==> config.mk <==
export PLATFORM = sky130hd
export DESIGN_NAME = simple_module_flat
export DESIGN_NICKNAME = d
export VERILOG_FILES = /design/src/rtl/simple_module_pkg.sv /design/src/rtl/simple_module_if.sv /design/src/rtl/simple_module_addsub.sv /design/src/rtl/simple_module.sv /design/src/flat_wrapper.sv
export SDC_FILE = /design/constraint.sdc
export NUM_CORES = 1
export LEC_CHECK = 0
export CAP_MARGIN = 40
export CORE_MARGIN = 2
export CORE_UTILIZATION = 35
export CTS_CLUSTER_DIAMETER = 150
export DETAILED_ROUTE_END_ITERATION = 16
export GPL_TIMING_DRIVEN = 0
export SYNTH_ARGS = -nofsm -noshare
export SYNTH_HDL_FRONTEND = slang
export SYNTH_SLANG_ARGS = --single-unit
==> constraint.sdc <==
create_clock -name clk -period 2.1 [get_ports clk]
set_clock_uncertainty 0.05 [all_clocks]
set_input_delay 0.42 -clock clk [delete_from_list [all_inputs] [get_ports clk]]
set_output_delay 0.42 -clock clk [all_outputs]
set_load 0.02 [all_outputs]
==> src/rtl/simple_module_pkg.sv <==
// -----------------------------------------------------------------------------
// simple_module_pkg
// Shared definitions for the up/down accumulating counter.
//   DEFAULT_WIDTH : default bit width of the step, the count register and the
//                   count output.
//   count_t       : count word at the default width.
// -----------------------------------------------------------------------------
package simple_module_pkg;

    localparam int DEFAULT_WIDTH = 8;

    typedef logic [DEFAULT_WIDTH-1:0] count_t;

endpackage : simple_module_pkg

==> src/rtl/simple_module_if.sv <==
// -----------------------------------------------------------------------------
// simple_module_if
// Groups the counter's data signals. The master drives direction and step;
// the slave (the counter) returns the registered count.
//   upDown : 1 = add addVal, 0 = subtract addVal
//   addVal : unsigned step, WIDTH bits
//   count  : registered counter value, WIDTH bits
// -----------------------------------------------------------------------------
interface simple_module_if
    import simple_module_pkg::*;
#(
    parameter int WIDTH = DEFAULT_WIDTH
);

    logic             upDown;
    logic [WIDTH-1:0] addVal;
    logic [WIDTH-1:0] count;

    modport master (
        output upDown,
        output addVal,
        input  count
    );

    modport slave (
        input  upDown,
        input  addVal,
        output count
    );

endinterface : simple_module_if

==> src/rtl/simple_module_addsub.sv <==
// -----------------------------------------------------------------------------
// simple_module_addsub
// Combinational WIDTH-bit adder/subtractor, modulo 2^WIDTH.
//   a_i  : first operand (current count)
//   b_i  : second operand (step)
//   up_i : 1 = a_i + b_i, 0 = a_i - b_i
//   y_o  : result, carry/borrow discarded
// -----------------------------------------------------------------------------
module simple_module_addsub
    import simple_module_pkg::*;
#(
    parameter int WIDTH = DEFAULT_WIDTH
) (
    input  logic [WIDTH-1:0] a_i,
    input  logic [WIDTH-1:0] b_i,
    input  logic             up_i,
    output logic [WIDTH-1:0] y_o
);

    // The WIDTH-bit result truncates the carry/borrow, which gives the
    // wrap-around behaviour directly.
    assign y_o = up_i ? (a_i + b_i) : (a_i - b_i);

endmodule : simple_module_addsub

==> src/rtl/simple_module.sv <==
// -----------------------------------------------------------------------------
// simple_module
// Up/down accumulating counter. Every rising clk edge out of reset the count
// register moves by addVal in the direction selected by upDown, wrapping
// modulo 2^WIDTH. The count output comes straight from the register.
//   clk     : clock, all state changes on the rising edge
//   reset_n : synchronous active-low reset, clears the count
//   bus     : slave side of simple_module_if (upDown, addVal in; count out)
// -----------------------------------------------------------------------------
module simple_module
    import simple_module_pkg::*;
#(
    parameter int WIDTH = DEFAULT_WIDTH
) (
    input  logic            clk,
    input  logic            reset_n,
    simple_module_if.slave  bus
);

    logic [WIDTH-1:0] count_q;
    logic [WIDTH-1:0] count_d;
    logic [WIDTH-1:0] sum;

    simple_module_addsub #(
        .WIDTH (WIDTH)
    ) u_addsub (
        .a_i  (count_q),
        .b_i  (bus.addVal),
        .up_i (bus.upDown),
        .y_o  (sum)
    );

    // Reset mux sits in front of the register so the reset is sampled on
    // the clock edge only.
    always_comb begin
        // NOTE: assign the default first so every path drives count_d and
        // no latch is inferred.
        count_d = sum;
        if (!reset_n) begin
            count_d = '0;
        end
    end

    always_ff @(posedge clk) begin
        // NOTE: non-blocking so every register samples pre-edge values.
        count_q <= count_d;
    end

    assign bus.count = count_q;

endmodule : simple_module

==> src/flat_wrapper.sv <==
// flat-port wrapper written by rule: the top's interface ports become plain ports
module simple_module_flat import simple_module_pkg::*;
#(
    parameter int WIDTH = DEFAULT_WIDTH
)
  (clk, reset_n, bus_upDown, bus_addVal, bus_count);
  simple_module_if #(.WIDTH(WIDTH)) bus_i ();
  input  logic clk;
  input  logic reset_n;
  input wire logic [$bits(bus_i.upDown)-1:0] bus_upDown;
  input wire logic [$bits(bus_i.addVal)-1:0] bus_addVal;
  output wire logic [$bits(bus_i.count)-1:0] bus_count;
  assign bus_i.upDown = bus_upDown;
  assign bus_i.addVal = bus_addVal;
  assign bus_count = bus_i.count;
  simple_module #(.WIDTH(WIDTH)) u_core (.clk(clk), .reset_n(reset_n), .bus(bus_i));
endmodule
Word-level counts from Yosys, hierarchy flattened. Cells that the tools add are included.

Bits in registers: 8. Word-level logic and storage cells: 4. Bits of input ports: 11. Output and inout bits: 8.

Mux-type cells: 1. Add/subtract/negate cells: 2.

Operators by type and width (number): adder 8 bit (1); 2-to-1 mux 8 bit (1); subtractor 8 bit (1).

Logic depth before layout (Yosys ltp).
Depth in word-level cells: 2. Depth in mapped cells: 9. Mapped depth without buffers: 9.

Hierarchy. From an unflattened synthesis, not the netlist that was laid out.

Cells, all modules: 75. Area, all modules: 665.6 µm².

Modules (own cells, without submodules): simple_module_addsub (instances 1, area each 455.4 µm², cells each 59); simple_module (instances 1, area each 210.2 µm², cells each 16).

Least setup slack after synthesis. Ideal clock, no wire load.

Path kind: input to register. Start: in bus_addVal[0]. End: reg u_core.count_q[4], in the netlist u_core.bus.count[4]. Data arrival time: 1949 ps. Path buffers: 0. Setup time: 115 ps. Slack: -14 ps. Stages: 8. Path through: inv_1 > ha_1 > mux2_2 > fa_1 > a21o_1 > a21oi_2 > xnor2_1 > and2_1.

Cells in the longest elaborated chain, start to end: 2. Elaborated cells between the ends (all ways): 3. Classes of those cells: add/sub (2); mux (1).

Ends and longest elaborated chain: start: declaration (line flat_wrapper.sv:11) `input wire logic [$bits(bus_i.addVal)-1:0] bus_addVal;`; subtractor 8 bit or adder 8 bit (tied branches) (line simple_module_addsub.sv:22) `assign y_o = up_i ? (a_i + b_i) : (a_i - b_i);`; 2-to-1 mux 8 bit * (line simple_module_addsub.sv:22); end signal: assignment (line simple_module.sv:46) `count_q <= count_d;`; end: declaration (line simple_module.sv:20) `logic [WIDTH-1:0] count_q;`.

Mark *: on every way between the ends. The rest lies on a longest branch, timed or not. A chain may end at the register's enable or synchronous reset.

Worst setup path in the final report.
Start: in bus_addVal[5]. End: reg u_core.count_q[6], in the netlist u_core.bus.count[6].

The elaborated chain is that of the path after synthesis.

==> flow_summary.toml <==
[outcome]
outcome = "finished, final reports clean"

[pwr]
p_leak_nw = 0.4476
power_mw = 1.041
powerDensity_nw_per_um2 = 1062
irDropWorstVdd_uv = 547.8

[worst_setup_path]
crit_path_max_fanout = 5
critPathMaxStageDelay_ps = 350
startpoint_type = "input pin"
cp.required_ps = 2190
worstSetupPathType = "input pin to flop"
rr_worst_depth = 6
cp_data_arrival_time_ps = 2110
path_cells = "dlygate4sd2_1, nor3_2, a31oi_1, xnor2_1, ha_1, and3b_1, a311oi_1, nand3_1"
endpoint_kind = "flop"
cp_slowest_cell = "ha_1"

[global_route]
grt_max_degree = 11
grt_first_pass_wirelength_um = 2304
grt-ovfl-total = 0
grt_usage_pct = 14.88
grt_pass1_vias = 590
antenna_found_initial = 0

[synthesis]
ys.flop_type = "dfxtp_1"
synth.area.top_cells = "dfxtp_1 23%, ha_1 15%, xnor2_1 7.7%, xor2_1 3.8%, and2_1 3.7%"
yosys.area.top_type_share_pct = 23.44
ys_ff_latch = 8
netlist-cell-type-count = 32
synth-async-reset-ratio_pct = 0
yosysWarnings = 0
seq_area_frac_synth_pct = 23.44
synth_edf_count = 0
syn_avg_cell_area_sq_um = 8.872
syn_inst = 77
synthesis.area_sq_um = 683.2
synth_nets = 97
synth_common_cells = "8 x dfxtp_1, 8 x ha_1, 6 x inv_1, 6 x xnor2_1"
yosysTopAreaCell = "dfxtp_1"

[cells_and_area]
largest_reg_flops = 8
drive_gt1_share_pct = 17.48
syn_to_final_growth_pct = 43.59
final_util_pct = 55.02
nets = 125
antenna-diode-count = 0

[route]
drcViolationCount = 0
viasPerCell = 5.070
wire_per_inst_um = 12.09
detail-route-antenna-nets = 0
first_pass_iters = 4
drt-initial-drc-count = 6
dr_total_vias = 649
drt_wl_total_um = 1547

[hold_path]
min_path_cells = 3
hp-class = "input pin to flop"

[floorplan]
die_h_um = 48.18
fp.dieW_um = 48.18
die-area_sq_um = 2321
rows = 15
coreArea_sq_um = 1783
start_util_pct = 38.32
pin_count = 19

[sta]
slew_headroom_pct = 74.13
tns_ps = 0
holdWs_ps = 437.2
fin_crit_sh_pct = 96.33
tightest_slew_ps = 388.1
setup_viol = 0
rsz0062_at_grt = "no"
slew_viol_final = 0
hold_violations = 0
period_needed_ps = 2023
timing.fmax_mhz = 494.3

[clock_tree]
cts_tree = "yes"
htree_num_levels = 1
cts_buffers = 3
clk_transition_reported_paths_ps = 50
cts_root_buf = "clkbuf_4"
cts_max_path_buffers = 2
clkSinkCount = 8
clock_latency_ps = 260

[flow_run]
maxCapViolations = 0

[place]
dp_hpwl_um = 1111
port-buffer-count = 18
gp_congestion = 0.7780
==> worst paths after layout <==
| path | start | to | slack [ps] |
|---|---|---|---|
| worst min register to register | u_core.bus.count[0] | u_core.bus.count[0] | 530 |
| worst max-delay path | bus_addVal[5] | u_core.bus.count[6] | 80 |
| worst max register to register | u_core.bus.count[0] | u_core.bus.count[6] | 420 |
| worst min-delay path | bus_addVal[0] | u_core.bus.count[0] | 440 |
==> power breakdown <==
group	total [mW]	internal, mW	leakage (nW)	switching [mW]
registers	0.249	0.211	0.0667	0.0384
clock network	0.120	0.0655	0.0138	0.0544
logic	0.672	0.344	0.367	0.329
total	1.04	0.620	0.448	0.422
==> layer usage <==
metal  GRT usage, %  wire (um)  up-vias
li1               -          -      330
met1          16.70        736      297
met2          25.79        729       18
met3          2.222         50        4
met4          9.730         31        0
met5              0          0        -
==> cell usage in the layout (no fill, tap or decap), drive strengths merged, types with 2 or more instances in the layout <==
master          n
xor2            3
xnor2           6
inv             6
buf             7
clkdlybuf4s50  11
clkbuf          4
dfxtp           8
nor2            4
dlygate4sd2     5
ha              8
a21oi           3
a21o            2
o21ai           5
o21bai          2
a31oi           3
nand3           2
a211oi          2
nor3            4
and2            4
mux2i           2
nand2           2
==> through the flow <==
stage,setup WS [ps],std cells,area (sq um)
2_1_floorplan,28.50,77,685.7
3_3_place_gp,-650.9,120,897.1
3_5_place_dp,-654.9,120,897.1
4_1_cts,0.6735,127,967.2
5_1_grt,9.984,128,980.9
6_report,77.01,128,980.9
==> cell families after synthesis <==
logic type,synth area share [%]
AOI/OAI and AO/OA,19.23
adders and majority gates,17.58
xor gates and xnor gates,11.54
buffers and inverters,3.845
DFF,23.44
muxes,4.579
and+or+nand+nor,19.78
==> layout make-up <==
class,instances,area [sq um]
buffer,1,3.754
sequential,8,160.2
multi-input combinational,62,526.8
timing repair buffer,23,214.0
fill,172,802.0
tap,25,31.28
inverter,6,22.52
clock buffer,3,22.52
==> critical path: cells and delay by family <==
kind            cells  cell delay (ps)
xor+xnor            1              160
fa+ha+maj           1              350
buf+inv             1              270
simple gates        3              540
compound gates      2              370
==> timing repair <==
action / 4_1_cts / 5_1_grt
resized for setup: 16 / 5
hold buffers: 0 / 0
pin swaps: 11 / 5
endpoints found under the setup margin: 6 / 4
setup buffers: 4 / 1
(Power assumes the default switching activity.)
